[config.mk]
export PLATFORM = sky130hd
export DESIGN_NAME = capi_mmio_trigger_sched
export DESIGN_NICKNAME = d
export VERILOG_FILES = /design/src/rtl/capi_mmio_trigger_sched.sv
export SDC_FILE = /design/constraint.sdc
export NUM_CORES = 1
export LEC_CHECK = 0
export BUFFER_PORTS_ARGS = -buffer_cell sky130_fd_sc_hd__buf_2
export CAP_MARGIN = 20
export CORE_MARGIN = 2
export CORE_UTILIZATION = 50
export CTS_BUF_LIST = sky130_fd_sc_hd__clkbuf_8
export CTS_CLUSTER_SIZE = 16
export DETAILED_ROUTE_END_ITERATION = 8
export PLACE_DENSITY = 0.86
export SKIP_CTS_REPAIR_TIMING = 1
export SYNTH_ARGS = -nofsm -noshare
export SYNTH_HDL_FRONTEND = slang
export SYNTH_SLANG_ARGS = --single-unit
[constraint.sdc]
create_clock -name clk -period 3.2 [get_ports clk]
set_input_delay 0.8 -clock clk [delete_from_list [all_inputs] [get_ports clk]]
set_output_delay 0.8 -clock clk [all_outputs]
set_load 0.01 [all_outputs]
[src/rtl/capi_mmio_trigger_sched.sv]
// MMIO trigger scheduler: decodes doorbell writes into pending bits and
// issues them one at a time, round-robin, to a shared engine.
module capi_mmio_trigger_sched #(
    parameter int unsigned        addr_width = 25,
    parameter int unsigned        id_width   = 2,
    parameter logic [0:addr_width-2] base_addr = '0
) (
    input  logic                      clk,
    input  logic                      reset,
    input  logic [0:addr_width-1]     wa,
    input  logic                      we,
    output logic                      req_v,
    output logic [id_width-1:0]       req_id,
    input  logic                      req_r,
    input  logic                      done,
    output logic                      busy,
    output logic [(2**id_width)-1:0]  pending,
    output logic [(2**id_width)-1:0]  ovf
);

    localparam int unsigned num_trig = 2**id_width;
    // Last bit of the doubleword address that must match base_addr
    localparam int unsigned tag_lsb  = addr_width - 2 - id_width;

    typedef logic [num_trig-1:0] vec_t;
    typedef enum logic [1:0] {
        IDLE  = 2'd0,
        ISSUE = 2'd1,
        WAIT  = 2'd2
    } state_t;

    state_t              state;
    logic [id_width-1:0] last;
    logic [id_width-1:0] win_id;
    logic [id_width-1:0] wr_idx;
    logic                win_found;
    logic                hit;
    logic                grant;
    vec_t                wr_vec;
    vec_t                set_vec;
    vec_t                oclr_vec;
    vec_t                clr_vec;

    // Decode an MMIO write into a trigger set or an overflow clear
    always_comb begin
        hit      = we && (wa[0:tag_lsb] == base_addr[0:tag_lsb]);
        wr_idx   = wa[tag_lsb+1 : addr_width-2];
        wr_vec   = vec_t'(1) << wr_idx;
        set_vec  = (hit && !wa[addr_width-1]) ? wr_vec : '0;
        oclr_vec = (hit &&  wa[addr_width-1]) ? wr_vec : '0;
    end

    // Round-robin search starting one past the last granted index
    always_comb begin
        win_found = 1'b0;
        win_id    = '0;
        for (int unsigned k = 1; k <= num_trig; k++) begin
            if (!win_found && pending[last + id_width'(k)]) begin
                win_found = 1'b1;
                win_id    = last + id_width'(k);
            end
        end
    end

    // Grant happens only from IDLE; it clears the winner's pending bit
    always_comb begin
        grant   = (state == IDLE) && win_found;
        clr_vec = grant ? (vec_t'(1) << win_id) : '0;
    end

    // Pending doorbells and sticky overflow; a set wins over a same-cycle grant clear
    always_ff @(posedge clk) begin
        if (!reset) begin
            pending <= '0;
            ovf     <= '0;
        end else begin
            pending <= (pending & ~clr_vec) | set_vec;
            ovf     <= (ovf | (set_vec & pending & ~clr_vec)) & ~oclr_vec;
        end
    end

    // Issue state machine with registered request/busy outputs
    always_ff @(posedge clk) begin
        if (!reset) begin
            state  <= IDLE;
            req_v  <= 1'b0;
            req_id <= '0;
            busy   <= 1'b0;
            last   <= id_width'(num_trig - 1);
        end else begin
            case (state)
                IDLE: begin
                    if (grant) begin
                        state  <= ISSUE;
                        req_v  <= 1'b1;
                        busy   <= 1'b1;
                        req_id <= win_id;
                        last   <= win_id;
                    end
                end
                ISSUE: begin
                    // done is meaningless before acceptance
                    if (req_r) begin
                        state <= WAIT;
                        req_v <= 1'b0;
                    end
                end
                WAIT: begin
                    if (done) begin
                        state <= IDLE;
                        busy  <= 1'b0;
                    end
                end
                default: begin
                    state <= IDLE;
                    req_v <= 1'b0;
                    busy  <= 1'b0;
                end
            endcase
        end
    end

endmodule
# Word level (Yosys, flattened, before mapping)
# Cells that the tools add are included.
# word_totals
n_memories,0
out_inout_bits,12
input_bits,30
ram_bits,0
ff_bits,16
latch_bits,0
mem_bits_ro,0
wordCells,76
# classes
mul,0
add_sub_neg,3
reduce_logical,17
div_mod_pow,0
mux,28
eq_ne,5
n_shift,2
bitwise,10
magnitude_cmp,4
# ops
operator,n
zero test 22 bit,1
AND 4 bit,4
2-to-1 mux 2 bit,7
< comparator 2 x 3 -> 1 bit (second input constant),4
2-to-1 mux 4 bit,3
2-to-1 mux 1 bit,11
AND reduction 3 bit,3
binary-select mux 1 bit (select 2 bit),4
NOT 4 bit,2
OR 4 bit,2
<< shifter 1 x 2 -> 4 bit (first input constant),2
logical AND 1 bit,7
inequality test 2 bit (second input constant),3
case mux 1 bit (3 select lines),2
case mux 2 bit (3 select lines),1
adder 2 bit (second input constant),2
zero test 1 bit,4
adder 2 x 1 -> 2 bit (second input constant),1
== test 2 x 1 -> 1 bit (second input constant),1
== test 2 bit (second input constant),1
zero test 2 bit,1
NOT 1 bit,2
AND reduction 2 bit,1

# Logic depth before layout (Yosys ltp)
# depth
depth_word,19
mapped_depth,5

# Least setup slack after synthesis
# No wires, ideal clock.
# synth_timing
path_kind,input to register
startpoint,input wa[11] (netlist name)
endpoint,register ovf[0]
path_stages,5
slack_ns,1.037
setup_ns,0.060
arrival_ns,2.103
cell_sequence,nor4_1 -> nand4_1 -> or4_4 -> a211oi_2 -> o221a_1
# synth_via
elab_chain_cells,8
elab_cells_between_ends,11
classes_between,mux (2); bitwise (5); reduce/logical (4)
# synth_rtl
item,line,text
start: declaration,10,"input logic [0:addr_width-1] wa,"
zero test 22 bit *,46,hit = we && (wa[0:tag_lsb] == base_addr[0:tag_lsb]);
logical AND 1 bit *,46,
logical AND 1 bit,49,set_vec = (hit && !wa[addr_width-1]) ? wr_vec : '0;
2-to-1 mux 4 bit,49,
AND 4 bit (2 in a row),78,ovf <= (ovf | (set_vec & pending & ~clr_vec)) & ~oclr_vec;
OR 4 bit,78,
AND 4 bit *,78,
end signal: assignment,78,
end: declaration,18,output logic [(2**id_width)-1:0] ovf
# Mark *: on every way between the ends. The rest lies on a longest branch, timed or not.
# A chain may end at the register's enable or synchronous reset.

# Worst setup path after layout
# Ends and elaborated chain as after synthesis.

==> impl_metrics.ini <==
[run_status]
status = complete, no violations

[sta]
setup-violations-final = 0
fin_setup_tns_ns = 0
finalCriticalPeriod_ns = 2.14
hold_viol = 0
clock.fmax_mhz = 468
rsz0062_at_grt = no
max_slew.worst_pin.slew_ns = 0.459
finalCritPeriodShare_pct = 66.8
skew_ns = 0.00300
drv_slew = 0
slew_headroom_pct = 68.6

[yosys]
synth_seq_cells = 16
synth_top_cell_by_area = dfxtp_1
ys.warnings.count = 0
synth-seq-area-share_pct = 38.1
async_flop_share_pct = 0
synth.distinct_cells = 35
synth_area_um2 = 841
synth-edff-count = 0
synth_ff_type = dfxtp_1
yosysMostFrequentCell = dfxtp_1
syn_avg_cell_area_um2 = 8.41
syn-num-nets = 130
synth_area_leaders = dfxtp_1 (38%), a21oi_1 (6.5%), o21a_1 (3.6%), inv_1 (3.1%), nand2_1 (3.1%)
yosys.area.top_type_share_pct = 38.1
syn_inst = 100
synthTopCellsByCount = dfxtp_1 (16), a21oi_1 (11), inv_1 (7), nand2_1 (7), nor2_1 (7)

[cts]
htreeDepth = 1
path_clk_slew_ns = 0.06
ctsRootBufferMaster = clkbuf_8
clock_latency_ns = 0.25
clock_path_buffers = 2
cts_tree = yes
clock-sinks = 16
numCtsBuffers = 3

[worst_hold_path]
hold_class = reg2reg

[route]
drt_pass1_iterations = 4
wire_per_inst_um = 13.1
route.detailed.drc = 0
drtIter0Drc = 13
via_per_inst = 5.74
vias = 913
totalWireLength_mm = 2.08
drtAntennaViolNets = 0

[setup_path]
crit_path_max_incr_delay_ns = 0.54
worstSetupStartpointType = primary input
critPathRequiredTime_ns = 3.40
cp_data_arrival_time_ns = 2.33
slowest_stage = or4_4
crit_type = in2reg
crit_fanout = 4
cp-end-kind = register
cp_cell_sequence = buf_2 -> nor4_1 -> nand4_1 -> or4_4 -> a211oi_2 -> o221a_1
rrSetupSlack_ns = 1.25

[finish]
num-nets-final = 175
fillers = 123
antenna_cells = 0
area_growth_pct = 31.3
drive_gt1_share_pct = 35.7

[die]
core-area_um2 = 1540
die_height_um = 45.0
initial_core_util_pct = 54.5
io_pins = 42
num_rows = 14
die_area_um2 = 2030
dieWidth_um = 45.0

[pwr]
p_total_mw = 0.378
power_leakage_nw = 0.479
peakVddDrop_mv = 0.296
power_density_nw_per_um2 = 342

[placement]
hpwl_mm = 1.68
port_buffers = 41
gp_congestion = 0.829

[global_route]
antenna_found_initial = 0
grt_max_degree = 10
grt_pass1_wl_mm = 3.28
first_global_vias = 770
grt_util_all_layers_pct = 22.5
grt-ovfl-total = 0

[flow_run]
maxCapViolCount = 0
==> power by group <==
group | internal [mW] | switching (mW)
combinational | 0.0157 | 0.0133
sequential | 0.199 | 0.0000000393
clock | 0.0836 | 0.0662
total | 0.298 | 0.0795
==> final cells by class <==
cell class	instances	area, µm²	area share, %
multi-input cells	76	490	44.4
flip-flops and latches	16	320	29.0
repair buffers	41	205	18.6
clock buffers	3	41.3	3.74
inverters	7	26.3	2.38
well taps	16	20.0	1.81
==> routing by layer <==
| layer | vias up | global-route usage, % | routed length (µm) |
|---|---|---|---|
| met5 | - | 0 | 0 |
| li1 | 461 | - | - |
| met2 | 43 | 37.1 | 1030 |
| met1 | 404 | 26.2 | 872 |
| met4 | 0 | 12.4 | 33 |
| met3 | 5 | 6.00 | 144 |
==> placed cells by master (no fill, tap or decap), types with 2 or more instances in the layout <==
master / n
buf_2: 41
dfxtp_1: 16
a21oi_1: 11
inv_1: 7
nor2_1: 7
nand2_1: 7
o21ai_0: 5
nor3_1: 5
o21a_1: 4
nor2b_1: 3
nor4_1: 3
clkbuf_8: 3
nor4_2: 2
and2_1: 2
nand3b_1: 2
nand3_1: 2
nand2b_1: 2
or2_1: 2
a2111oi_0: 2
==> stage by stage <==
step	hold slack [ns]	utilization, %	instance area [µm²]	setup WS (ns)	cells
CTS	0.446	71.6	1100	1.04	159
detailed placement	0.436	68.9	1060	0.776	156
global placement	0.430	68.9	1060	0.895	156
finish	0.438	71.6	1100	1.06	159
global route	0.474	71.6	1100	0.798	159
floorplan	0.465	-	841	1.04	100
==> kinds of logic after synthesis <==
| logic type | after synthesis | share of synthesized area, % |
|---|---|---|
| flops | 16 | 38.1 |
| buf+inv | 8 | 3.57 |
| mux | 1 | 1.19 |
| simple gates | 40 | 28.0 |
| compound gates | 35 | 29.2 |
==> worst max-delay path, delay by kind of cell <==
| kind | cells | cell delay [ns] |
|---|---|---|
| buffers and inverters | 1 | 0.10 |
| and+or+nand+nor | 3 | 1.03 |
| AOI/OAI and AO/OA | 2 | 0.41 |
==> path summary, 6_finish.rpt <==
check / startpoint / end / depth (start not counted)
worst max-delay path: wa[11] / ovf[0]$_SDFF_PN0_ / 6
worst max register to register: pending[3]$_SDFF_PN0_ / ovf[1]$_SDFF_PN0_ / 5
worst min-delay path: ovf[3]$_SDFF_PN0_ / ovf[3]$_SDFF_PN0_ / 2
worst min register to register: ovf[3]$_SDFF_PN0_ / ovf[3]$_SDFF_PN0_ / 2
==> sequential cells by signal, summed over array words and instances (netlist names) <==
name / count
ovf: 4
pending: 4
last: 2
req_id: 2
state: 2
busy: 1
req_v: 1
Note: power is estimated with default switching activity, not from simulation.
